### src/rtl/fighter_move_decoder_pkg.sv
// Move codes, combo states and button bundle shared by the fighter move decoder.
// Latency: none (types and pure functions only).
// Backpressure: not applicable.
package fighter_move_decoder_pkg;

    typedef enum logic [3:0] {
        MOVE_NONE      = 4'd0,
        MOVE_PUNCH     = 4'd1,
        MOVE_KICK      = 4'd2,
        MOVE_JUMP      = 4'd3,
        MOVE_LOW_PUNCH = 4'd4,
        MOVE_LOW_KICK  = 4'd5,
        MOVE_FIREBALL  = 4'd6,
        MOVE_HURRICANE = 4'd7
    } move_e;

    typedef enum logic [1:0] {
        COMBO_IDLE      = 2'd0,
        COMBO_DOWN      = 2'd1,
        COMBO_DOWN_FWD  = 2'd2,
        COMBO_DOWN_BACK = 2'd3
    } combo_e;

    typedef struct packed {
        logic right;
        logic left;
        logic up;
        logic down;
        logic punch;
        logic kick;
    } btn_t;

    localparam logic [1:0] WALK_NONE = 2'b00;
    localparam logic [1:0] WALK_FWD  = 2'b01;
    localparam logic [1:0] WALK_BACK = 2'b10;

    // Returns {fwd, back} for a right/left pair as seen by the player.
    function automatic logic [1:0] fwd_back(input logic right, input logic left,
                                            input logic facing_right);
        return facing_right ? {right, left} : {left, right};
    endfunction

    function automatic logic [1:0] walk_code(input logic fwd, input logic back);
        if (fwd && !back)
            return WALK_FWD;
        else if (back && !fwd)
            return WALK_BACK;
        else
            return WALK_NONE;
    endfunction

endpackage

### src/rtl/fighter_move_decoder_move_fifo.sv
// Generic power-of-two FIFO holding pending move codes (module move_fifo).
// Latency: a push is visible on rd_vld/rd_dat the cycle after it is written.
// Backpressure: push while full is dropped unless a pop happens the same cycle.
module move_fifo #(
    parameter int DEPTH = 4,
    parameter int W     = 4
) (
    input  logic         clk,
    input  logic         rst,
    input  logic         wr_vld,
    input  logic [W-1:0] wr_dat,
    input  logic         rd_rdy,
    output logic         rd_vld,
    output logic [W-1:0] rd_dat
);
    localparam int AW = $clog2(DEPTH);

    logic [W-1:0] mem [DEPTH];
    logic [AW:0]  wr_ptr;
    logic [AW:0]  rd_ptr;
    logic         empty;
    logic         full;
    logic         do_rd;
    logic         do_wr;

    assign empty  = (wr_ptr == rd_ptr);
    assign full   = (wr_ptr[AW] != rd_ptr[AW]) && (wr_ptr[AW-1:0] == rd_ptr[AW-1:0]);
    assign do_rd  = rd_rdy && !empty;
    // The slot freed by a same-cycle pop makes room for the push.
    assign do_wr  = wr_vld && (!full || do_rd);
    assign rd_vld = !empty;
    assign rd_dat = mem[rd_ptr[AW-1:0]];

    always_ff @(posedge clk) begin
        if (rst) begin
            wr_ptr <= '0;
            rd_ptr <= '0;
        end else begin
            if (do_wr)
                wr_ptr <= wr_ptr + (AW+1)'(1);
            if (do_rd)
                rd_ptr <= rd_ptr + (AW+1)'(1);
        end
    end

    always_ff @(posedge clk) begin
        if (do_wr)
            mem[wr_ptr[AW-1:0]] <= wr_dat;
    end

endmodule

### src/rtl/fighter_move_decoder.sv
// Button levels to move commands with a down/fwd/back combo tracker; MOVE_QUEUE_EN selects a FIFO.
// Latency: move_valid, walk_dir and crouch appear 1 cycle after the input edge/level.
// Backpressure: move held until move_valid & move_ack; moves arriving with no room are dropped.
module fighter_move_decoder
    import fighter_move_decoder_pkg::*;
#(
    parameter int COMBO_WINDOW = 12_500_000,
    parameter int TMR_W        = 24,
    parameter int QUEUE_DEPTH  = 4
) (
    input  logic       clk,
    input  logic       rst,
    input  logic       btn_right,
    input  logic       btn_left,
    input  logic       btn_up,
    input  logic       btn_down,
    input  logic       btn_punch,
    input  logic       btn_kick,
    input  logic       facing_right,
    input  logic       move_ack,
    output logic       move_valid,
    output logic [3:0] move_code,
    output logic [1:0] walk_dir,
    output logic       crouch
);
    localparam logic [TMR_W-1:0] TMR_LAST = TMR_W'(COMBO_WINDOW - 1);

    generate
        if (COMBO_WINDOW < 2 || (64'd1 << TMR_W) <= 64'(COMBO_WINDOW) ||
            QUEUE_DEPTH < 2 || (QUEUE_DEPTH & (QUEUE_DEPTH - 1)) != 0) begin : g_bad_cfg
            $error("fighter_move_decoder: illegal parameter combination");
        end
    endgenerate

    btn_t             btn_now;
    btn_t             btn_prev;
    btn_t             btn_edge;
    logic [1:0]       lvl_fb;
    logic [1:0]       edge_fb;
    logic             e_fwd;
    logic             e_back;
    combo_e           state;
    logic [TMR_W-1:0] timer;
    logic             timed_out;
    move_e            new_move;
    logic             new_vld;

    assign btn_now   = {btn_right, btn_left, btn_up, btn_down, btn_punch, btn_kick};
    assign btn_edge  = btn_now & ~btn_prev;
    assign lvl_fb    = fwd_back(btn_right, btn_left, facing_right);
    assign edge_fb   = fwd_back(btn_edge.right, btn_edge.left, facing_right);
    assign e_fwd     = edge_fb[1];
    assign e_back    = edge_fb[0];
    assign timed_out = (state != COMBO_IDLE) && (timer == TMR_LAST);

    // Resolved from the current state, so an attack on the timeout cycle still completes the combo.
    always_comb begin
        new_move = MOVE_NONE;
        if (btn_edge.punch)
            new_move = (state == COMBO_DOWN_FWD) ? MOVE_FIREBALL :
                       (btn_down ? MOVE_LOW_PUNCH : MOVE_PUNCH);
        else if (btn_edge.kick)
            new_move = (state == COMBO_DOWN_BACK) ? MOVE_HURRICANE :
                       (btn_down ? MOVE_LOW_KICK : MOVE_KICK);
        else if (btn_edge.up && !btn_down)
            new_move = MOVE_JUMP;
    end

    assign new_vld = (new_move != MOVE_NONE);

    always_ff @(posedge clk) begin
        btn_prev <= btn_now;
        if (rst) begin
            state    <= COMBO_IDLE;
            timer    <= '0;
            walk_dir <= WALK_NONE;
            crouch   <= 1'b0;
        end else begin
            walk_dir <= walk_code(lvl_fb[1], lvl_fb[0]);
            crouch   <= btn_down & ~btn_up;
            if (btn_edge.punch || btn_edge.kick) begin
                state <= COMBO_IDLE;
                timer <= '0;
            end else if (state == COMBO_DOWN && e_fwd) begin
                state <= COMBO_DOWN_FWD;
                timer <= '0;
            end else if (state == COMBO_DOWN && e_back) begin
                state <= COMBO_DOWN_BACK;
                timer <= '0;
            end else if (btn_edge.down) begin
                state <= COMBO_DOWN;
                timer <= '0;
            end else if (e_fwd || e_back || (btn_edge.up && btn_down) || timed_out) begin
                // A jump (up without down) leaves the combo untouched.
                state <= COMBO_IDLE;
                timer <= '0;
            end else if (state != COMBO_IDLE) begin
                timer <= timer + TMR_W'(1);
            end
        end
    end

`ifdef MOVE_QUEUE_EN
    logic       q_vld;
    logic [3:0] q_dat;

    move_fifo #(
        .DEPTH (QUEUE_DEPTH),
        .W     (4)
    ) u_move_fifo (
        .clk    (clk),
        .rst    (rst),
        .wr_vld (new_vld),
        .wr_dat (new_move),
        .rd_rdy (move_ack),
        .rd_vld (q_vld),
        .rd_dat (q_dat)
    );

    assign move_valid = q_vld;
    assign move_code  = q_vld ? q_dat : 4'd0;
`else
    logic  hold_vld;
    move_e hold_code;

    always_ff @(posedge clk) begin
        if (rst) begin
            hold_vld  <= 1'b0;
            hold_code <= MOVE_NONE;
        end else if (new_vld && (!hold_vld || move_ack)) begin
            hold_vld  <= 1'b1;
            hold_code <= new_move;
        end else if (hold_vld && move_ack) begin
            hold_vld  <= 1'b0;
            hold_code <= MOVE_NONE;
        end
    end

    assign move_valid = hold_vld;
    assign move_code  = hold_code;
`endif

endmodule

### config.mk
export PLATFORM = sky130hd
export DESIGN_NAME = fighter_move_decoder
export DESIGN_NICKNAME = d
export VERILOG_FILES = /design/src/rtl/fighter_move_decoder_pkg.sv /design/src/rtl/fighter_move_decoder_move_fifo.sv /design/src/rtl/fighter_move_decoder.sv
export SDC_FILE = /design/constraint.sdc
export NUM_CORES = 1
export LEC_CHECK = 0
export BUFFER_PORTS_ARGS = -buffer_cell sky130_fd_sc_hd__buf_4
export CAP_MARGIN = 10
export CORE_MARGIN = 3
export CORE_UTILIZATION = 51
export DETAILED_ROUTE_END_ITERATION = 8
export GPL_ROUTABILITY_DRIVEN = 0
export PLACE_DENSITY = 0.75
export SETUP_SLACK_MARGIN = 0.4
export SYNTH_ARGS = -nofsm -noshare
export SYNTH_HDL_FRONTEND = slang
export SYNTH_SLANG_ARGS = --single-unit
### constraint.sdc
create_clock -name clk -period 2 [get_ports clk]
set_clock_uncertainty 0.15 [all_clocks]
set_input_delay 0.4 -clock clk [delete_from_list [all_inputs] [get_ports clk]]
set_output_delay 0.4 -clock clk [all_outputs]
set_load 0.02 [all_outputs]
==> results of run 1 <==
==> critical path: stages, from the launching register on <==
cell and delay (ns):
dfxtp_4 0.39, nand4_1 0.10, buf_6 0.15, nor3_2 0.19, nand4_1 0.16, buf_6 0.18, a32oi_2 0.17, nor2_1 0.08
==> power groups by stage <==
stage                     Combinational [mW]  Clock [mW]  Sequential, mW
after floorplan                       0.0768           0           0.836
after global placement                 0.131           0           0.826
after detailed placement               0.132           0           0.826
after CTS                              0.141       0.469           0.809
after global routing                   0.185       0.499           0.801
final                                  0.171       0.461           0.799
==> kinds of logic after synthesis <==
| kind of cell | count (synthesis) |
|---|---|
| AO/OA/AOI/OAI | 30 |
| XOR/XNOR | 22 |
| adder cells (fa/ha/maj) | 1 |
| buffers and inverters | 12 |
| flip-flops | 39 |
| multiplexers | 2 |
| other | 1 |
| AND/OR/NAND/NOR | 100 |
==> sequential cells by signal, indices dropped and copies added (netlist names) <==
signal,cells
timer,24
move_valid,1
walk_dir,2
crouch,1
state,2
btn_prev,6
move_code,3
==> cell usage after synthesis, types with 7 or more instances <==
master    count
a21oi_1       9
dfxtp_1      39
nand2_1      13
nand2b_1      7
nand3_1      10
nand4_1       7
nor2_1       26
o21ai_0       7
xor2_1       17
==> area by class of cell <==
class	count	area, sq um	share of cell area, %
tap	46	57.6	2.36
timing repair buffer	37	294	12.1
inverter	5	18.8	0.770
clock buffer	8	68.8	2.82
sequential	39	822	33.7
multi-input combinational	159	1180	48.3
==> per-layer routing <==
layer	wire, microns	vias to the layer above	track usage (%)
met2	2130	40	28.3
met4	91	0	10.9
li1	-	806	-
met3	179	10	4.59
met5	0	-	0
met1	1860	764	24.9
==> what timing repair did <==
| item | 4_1_cts | 5_1_grt |
|---|---|---|
| pin swaps | 6 | 11 |
| resized for setup | 13 | 36 |
| endpoints found under the hold margin | 0 | 2 |
| gates cloned | 1 | 2 |
| setup buffers | 7 | 7 |
| hold buffers | 0 | 2 |
| endpoints found under the setup margin | 27 | 28 |
==> through the flow <==
step                setup WS (ns)  hold WS (ns)  std cells  cell area (sq um)
global route                0.243       0.00174        294               2440
global placement            0.187         0.320        267               2050
finish                      0.309        0.0100        294               2440
floorplan                   0.368         0.278        207               1880
CTS                         0.345       0.00296        283               2230
detailed placement          0.130         0.334        267               2050
==> how the worst min path moves through the flow <==
stage	start	endpoint	slack, ns	cells after the start
detailed placement	timer[1]$_SDFFE_PP0P_	timer[1]$_SDFFE_PP0P_	0.33	2
finish	btn_right	btn_prev[5]$_DFF_P_	0.01	1
global route	btn_right	btn_prev[5]$_DFF_P_	0.002	1
CTS	btn_kick	btn_prev[0]$_DFF_P_	0.003	1
global placement	timer[1]$_SDFFE_PP0P_	timer[1]$_SDFFE_PP0P_	0.32	2
floorplan	btn_kick	btn_prev[0]$_DFF_P_	0.28	0
==> key figures, run 1 <==
Logic synthesis
  – Syn_area_per_cell: 8.96 sq um
  – Number of flops mapped to enable cells by yosys: 0
  – Sequential area share after synthesis: 42.1%
  – Post-Syn Nets: 218
  – Post-synthesis mux area share: 1.08%
  – FFs w/ async S/R, synth: 0%
  – Post-Synth XOR/XNOR Area: 10.4%
  – Compound-gate portion of the synthesized area: 11.0%
  – Synthesis Warnings: 0
  – Primary FF master, synth: dfxtp_1
  – Post-Synth Simple-Gate Area: 31.0%
  – Cell accounting for the most synthesized area: dfxtp_1
  – Top cell type's share of synthesized area: 42.1%
  – Yosys cell types: 45
  – Register bit total from synthesis: 39
  – Largest family of logic cells by synthesized area: simple AND/OR/NAND/NOR gates
  – Synthesized area: 1850 sq um
  – Post-Syn Instances: 207
  – Ranking of synthesized cells by area: dfxtp_1, xor2_1, nor2_1
  – Synth Area in Adders: 0.675%

Cells and area
  – Commonest non-fill, non-tap cells in the layout: buf_4, dfxtp_1, nor2_1
  – Layout Utilization: 71.4%
  – Final #Nets: 258
  – Filler cell count in the final layout: 269
  – P&R area growth vs syn: 31.5%
  – Layout cell share with drive strength beyond 1: 36.3%
  – # diodes: 0
  – Commonest non-fill, non-tap cell in the layout: buf_4

Clocking
  – Clock Sinks: 39
  – Clock Latency Late Sink: 0.35 ns
  – H-tree depth: 2
  – Clk pin slew, worst setup/hold paths: 0.11 ns
  – Root Driver: clkbuf_4
  – Worst-case clock buffer depth: 2
  – Total CTS buffers: 5
  – CTS tree: built

Pwr
  – Lkg Pwr: 0.923 nW
  – Register share of total power: 55.8%
  – P per Cell Area: 587 nW/um^2
  – VDD IR-drop max: 0.446 mV
  – Combinational power share: 11.9%
  – Switch share: 25.0%
  – Clock group share of total power: 32.2%
  – P_sw: 358 uW
  – P_int: 1.07 mW
  – Pwr Total: 1.43 mW

Run
  – Max cap viols: 0

Critical path
  – Crit path to: state[1]$_SDFFE_PP0P_
  – Crit end category: register
  – Data arrival time of the critical path: 1.77 ns
  – Critical Path Fanout Max: 5
  – CP Launch Type: register
  – Required time of the critical path: 2.08 ns
  – RR Startpoint: timer[10]$_SDFFE_PP0P_
  – FF-to-FF path depth: 7
  – Worst setup path start: timer[10]$_SDFFE_PP0P_
  – Worst setup path class: reg2reg
  – Worst R2R Setup Slack: 0.31 ns
  – End of the worst register-to-register path: state[1]$_SDFFE_PP0P_

Floorplanning
  – Row cnt: 21
  – Die ar.: 4400 sq um
  – Die W: 66.3 microns
  – Starting Density: 54.3%
  – Placeable Area: 3420 sq um
  – Num ports: 18
  – Chip Height: 66.3 microns

Placed design
  – Hpwl dp: 2370 microns
  – Port Buffers: 16

Global route
  – First-pass GRT wire length: 6400 microns
  – Initial antenna violation count: 0
  – Remaining global-route overflow: 0
  – Vias in the first global route: 1,445
  – Largest net degree at the start of global routing: 13
  – Tot GR Track Use: 19.0%

Min path
  – Hold Crit Class: in2reg

Timing
  – Min Tclk post-route: 1.69 ns
  – Final hold vios: 0
  – RSZ-0062 raised after global routing: true
  – Period utilisation layout: 84.6%
  – Slew Viols, Final: 0
  – Setup TNS: 0 ns
  – Final Setup Violations: 0
  – F_max: 0.591 GHz

Drt
  – Remaining DRCs: 0
  – Routed Antenna Nets: 0
  – Via count of the routed design: 1,620
  – 1st-iter DRT viols: 125
  – Post-Route WL: 4270 microns
  – WL per Instance: 14.5 microns
  – Drt pass-1 iters: 4
  – Avg Vias per Cell: 5.51

Run status
  – Outcome: finished clean
Note: power is estimated with default switching activity, not from simulation.
==> run 2: changes to the inputs <==
==> constraint.sdc (replaced) <==
create_clock -name clk -period 1.75 [get_ports clk]
set_clock_uncertainty 0.15 [all_clocks]
set_input_delay 0.35 -clock clk [delete_from_list [all_inputs] [get_ports clk]]
set_output_delay 0.35 -clock clk [all_outputs]
set_load 0.02 [all_outputs]
==> key figures, run 2 (synthesis gave the netlist of run 1 again) <==
Run status
  – Outcome: finished clean

Drt
  – WL per Instance: 13.4 microns
  – Via count of the routed design: 1,629
  – Remaining DRCs: 0
  – Post-Route WL: 4090 microns
  – Drt pass-1 iters: 4
  – 1st-iter DRT viols: 76
  – Routed Antenna Nets: 0
  – Avg Vias per Cell: 5.32

Pwr
  – P per Cell Area: 637 nW/um^2
  – VDD IR-drop max: 0.494 mV
  – Lkg Pwr: 0.999 nW

Floorplanning
  – Die ar.: 4400 sq um
  – Row cnt: 21
  – Placeable Area: 3420 sq um
  – Num ports: 18
  – Die W: 66.3 microns
  – Starting Density: 54.3%
  – Chip Height: 66.3 microns

Clocking
  – Clock Latency Late Sink: 0.35 ns
  – Worst-case clock buffer depth: 2
  – Root Driver: clkbuf_4
  – Clock Sinks: 39
  – H-tree depth: 2
  – Clk pin slew, worst setup/hold paths: 0.12 ns
  – CTS tree: built
  – Total CTS buffers: 5

Critical path
  – Slowest cell on the critical path: dfxtp_2
  – Worst setup path start: timer[0]$_SDFFE_PP0P_
  – Crit end category: register
  – CP Cell Sequence: ha_4 -> o2111ai_4 -> nor3_2 -> nand4_1 -> nand3b_4 -> buf_12 -> nor2_1
  – Data arrival time of the critical path: 1.77 ns
  – Worst path max stage delay: 0.37 ns
  – CP Launch Type: register
  – Required time of the critical path: 1.84 ns
  – RR Startpoint: timer[0]$_SDFFE_PP0P_
  – Largest delay share family, worst path: simple AND/OR/NAND/NOR gates
  – Critical Path Fanout Max: 14
  – Bufs and invs on worst path: 1
  – Worst setup path class: reg2reg

Run
  – Max cap viols: 0

Cells and area
  – Largest register FFs: 24
  – Filler cell count in the final layout: 235
  – Commonest non-fill, non-tap cell in the layout: buf_4
  – Layout cell share with drive strength beyond 1: 39.6%
  – Commonest non-fill, non-tap cells in the layout: buf_4, dfxtp_1, nor2_1
  – Biggest register: timer
  – # diodes: 0
  – Final #Nets: 270
  – P&R area growth vs syn: 38.1%

Timing
  – Slew Viols, Final: 0
  – Period utilisation layout: 95.7%
  – Crit path setup slack, layout: 0.0752 ns
  – Final Setup Violations: 0
  – Min Tclk post-route: 1.67 ns
  – Final hold vios: 0
  – F_max: 0.597 GHz
  – RSZ-0062 raised after global routing: true
  – Hold Slack: 0.0455 ns

Min path
  – Min-delay src: btn_up
  – Hold Crit Class: in2reg

Global route
  – Largest net degree at the start of global routing: 15
  – Vias in the first global route: 1,525
  – Initial antenna violation count: 0
  – Tot GR Track Use: 19.9%
  – First-pass GRT wire length: 6640 microns
  – Remaining global-route overflow: 0

Placed design
  – Hpwl dp: 2530 microns
  – Pre-CTS WS: 0.0750 ns
  – Port Buffers: 16
## run 2: layout make-up
class                           count  area (sq um)  area share, %
Multi-Input combinational cell    156          1160           45.5
Sequential cell                    39           805           31.4
Inverter                            5          18.8          0.733
Clock inverter                      2          12.5          0.489
Tap cell                           46          57.6           2.25
Clock buffer                        6          41.3           1.61
Timing Repair Buffer               52           462           18.0
## run 2: repair_timing
action                                 in CTS  in global routing
pin swaps                                   9                  7
endpoints found under the hold margin       5                  0
hold buffers                                5                  0
resized for setup                          26                 19
setup buffers                               7                  2
setup endpoints to repair                  33                 33
## run 2: worst paths after layout
check | endpoint | slack [ns] | depth (start not counted)
hold / removal | crouch$_SDFF_PP0_ | 0.05 | 2
setup / recovery | timer[0]$_SDFFE_PP0P_ | 0.08 | 7
setup reg to reg | timer[0]$_SDFFE_PP0P_ | 0.08 | 7
hold reg to reg | timer[13]$_SDFFE_PP0P_ | 0.38 | 2
## run 2: where the power goes
| part | internal (mW) | switching, mW | total (mW) |
|---|---|---|---|
| Sequential | 0.908 | 0.0145 | 0.923 |
| Combinational | 0.132 | 0.120 | 0.252 |
| Clock | 0.155 | 0.300 | 0.455 |
| Total | 1.20 | 0.434 | 1.63 |
## run 2: worst register-to-register path, stage by stage (launching register included)
cell       delay (ns)
dfxtp_2          0.37
ha_4             0.15
o2111ai_4        0.10
nor3_2           0.16
nand4_1          0.24
nand3b_4         0.21
buf_12           0.15
nor2_1           0.05
## run 2: metal layers
layer	track usage (%)	vias up	part of all wire, %	wire, microns
met4	7.11	0	2.1	86
met2	34.1	33	49	2020
met5	0	-	0	0
met3	5.10	9	4.2	170
met1	23.7	759	44	1810
li1	-	828	-	-
## run 2: per-stage QoR
step	instances	power, mW	TNS, ns	instance area [sq um]	utilization, %
floorplan	207	1.05	0	1910	-
global placement	284	1.12	0	2220	65.0
detailed placement	284	1.12	0	2220	65.0
CTS	304	1.61	0	2470	72.4
global route	306	1.71	-0.0832	2560	74.9
finish	306	1.63	0	2560	74.9
==> run 3: changes to the inputs <==
--- a/config.mk
+++ b/config.mk
@@ -9,10 +9,13 @@
 export CAP_MARGIN = 10
 export CORE_MARGIN = 3
 export CORE_UTILIZATION = 51
+export CTS_BUF_LIST = sky130_fd_sc_hd__clkbuf_16
 export DETAILED_ROUTE_END_ITERATION = 8
 export GPL_ROUTABILITY_DRIVEN = 0
 export PLACE_DENSITY = 0.75
+export RECOVER_POWER = 25
 export SETUP_SLACK_MARGIN = 0.4
+export SLEW_MARGIN = 0
 export SYNTH_ARGS = -nofsm -noshare
 export SYNTH_HDL_FRONTEND = slang
 export SYNTH_SLANG_ARGS = --single-unit
==> key figures, run 3 (synthesis gave the netlist of run 1 again) <==
Drt
  – Drt pass-1 iters: 4
  – Routed Antenna Nets: 0
  – WL per Instance: 15.5 microns
  – Via count of the routed design: 1,671
  – Post-Route WL: 4730 microns
  – 1st-iter DRT viols: 106
  – Remaining DRCs: 0
  – Avg Vias per Cell: 5.48

Critical path
  – Data arrival time of the critical path: 1.76 ns
  – Worst setup path class: reg2reg
  – Critical Path Fanout Max: 3
  – CP Launch Type: register
  – Crit end category: register
  – Required time of the critical path: 1.76 ns

Pwr
  – P per Cell Area: 737 nW/um^2
  – Pwr Total: 2.02 mW
  – VDD IR-drop max: 0.663 mV
  – Lkg Pwr: 1.06 nW

Cells and area
  – Layout cell share with drive strength beyond 1: 48.3%
  – Filler cell count in the final layout: 209
  – Register area: 815 sq um
  – Biggest register: timer
  – Design area: 2740 sq um
  – Largest register FFs: 24
  – Final #Nets: 269
  – Commonest non-fill, non-tap cell in the layout: buf_4
  – Commonest non-fill, non-tap cells in the layout: buf_4, dfxtp_1, nor2_2
  – Final cell count without fillers: 305
  – Multi-input logic area: 1260 sq um
  – # diodes: 0
  – P&R area growth vs syn: 47.8%

Floorplanning
  – Chip Height: 66.3 microns
  – Die W: 66.3 microns
  – Placeable Area: 3420 sq um
  – Row cnt: 21
  – Starting Density: 54.3%
  – Die ar.: 4400 sq um
  – Num ports: 18

Global route
  – First-pass GRT wire length: 6780 microns
  – Met1 Use GR: 23.8%
  – Vias in the first global route: 1,543
  – M3 GR Usage: 5.10%
  – Met2 usage: 35.1%
  – Largest net degree at the start of global routing: 13
  – Initial antenna violation count: 0
  – Remaining global-route overflow: 0
  – Tot GR Track Use: 20.3%
  – Most Crowded Layer GR: met2

Placed design
  – Hpwl dp: 2530 microns
  – Port Buffers: 16
  – Placed Area: 2220 sq um
  – Cell count after placement: 284

Run
  – Max cap viols: 0

Timing
  – Min Tclk post-route: 1.74 ns
  – Final Setup Violations: 0
  – Slew Viols, Final: 0
  – Hold Slack: 0.0726 ns
  – Period utilisation layout: 99.6%
  – RSZ-0062 raised after global routing: true
  – F_max: 0.574 GHz
  – Final hold vios: 0

Clocking
  – CTS tree: built
  – Root Driver: clkbuf_16
  – Worst-case clock buffer depth: 2
  – Clock Sinks: 39
  – Total CTS buffers: 5
  – H-tree depth: 2
  – Post-cts hold buffer count: 0
  – Clk pin slew, worst setup/hold paths: 0.06 ns
  – Clock Latency Late Sink: 0.28 ns

Min path
  – Hold Crit Class: in2reg

Run status
  – Outcome: finished clean
run 3: changes by cell type in the layout (fill, tap and decap cells not counted), moves of 4 or more:
cell	previous run	this run
nor2_2	6	19
dfxtp_1	26	22
clkbuf_16	0	6
nor2_1	25	10
clkbuf_4	5	0
dlygate4sd3_1	5	0
buf_4	37	32
clkbuf_1	1	7
run 3: stage by stage:
| step | TNS, ns | setup WS [ns] | utilization, % |
|---|---|---|---|
| floorplan | 0 | 0.150 | - |
| global route | -0.383 | -0.0630 | 80.2 |
| detailed placement | 0 | 0.0750 | 65.0 |
| CTS | 0 | 0.148 | 75.4 |
| global placement | 0 | 0.0677 | 65.0 |
| finish | 0 | 0.00707 | 80.2 |
run 3: final cells by class:
type	instances	area share, %
flip-flops and latches	39	29.7
clock buffers	5	4.57
multi-input cells	156	45.9
well taps	46	2.10
repair buffers	51	16.4
inverters	5	0.685
clock inverters	3	0.594
run 3: final timing paths:
kind         slack (ns)  cells after the start              startpoint                      to
max reg2reg       0.007                      6   timer[7]$_SDFFE_PP0P_   state[1]$_SDFFE_PP0P_
min reg2reg        0.38                      2  timer[12]$_SDFFE_PP0P_  timer[12]$_SDFFE_PP0P_
min                0.07                      1               btn_right     btn_prev[5]$_DFF_P_
max               0.007                      6   timer[7]$_SDFFE_PP0P_   state[1]$_SDFFE_PP0P_
run 3: timing repair:
action,in CTS,in global routing
gates cloned,1,1
pin swaps,14,13
endpoints found under the setup margin,30,30
hold endpoints to repair,0,0
gates resized for setup,33,45
setup buffers,7,4
run 3: per-layer routing:
metal,vias up,share of wire (%)
met5,-,0
met4,0,3.3
met3,19,4.6
met2,45,52
met1,781,40
li1,826,-
run 3: where the power goes:
group	internal (mW)	switching (mW)	total, mW
combinational	0.109	0.113	0.222
clock	0.520	0.355	0.874
sequential	0.904	0.0190	0.923
run 3: worst max-delay path, cell delays in order, from the launching register on:
cell and delay [ns]:
dfxtp_2 0.35, nor4_1 0.41, nand4_1 0.15, buf_4 0.18
buf_6 0.11, a32oi_1 0.19, nor2_1 0.08
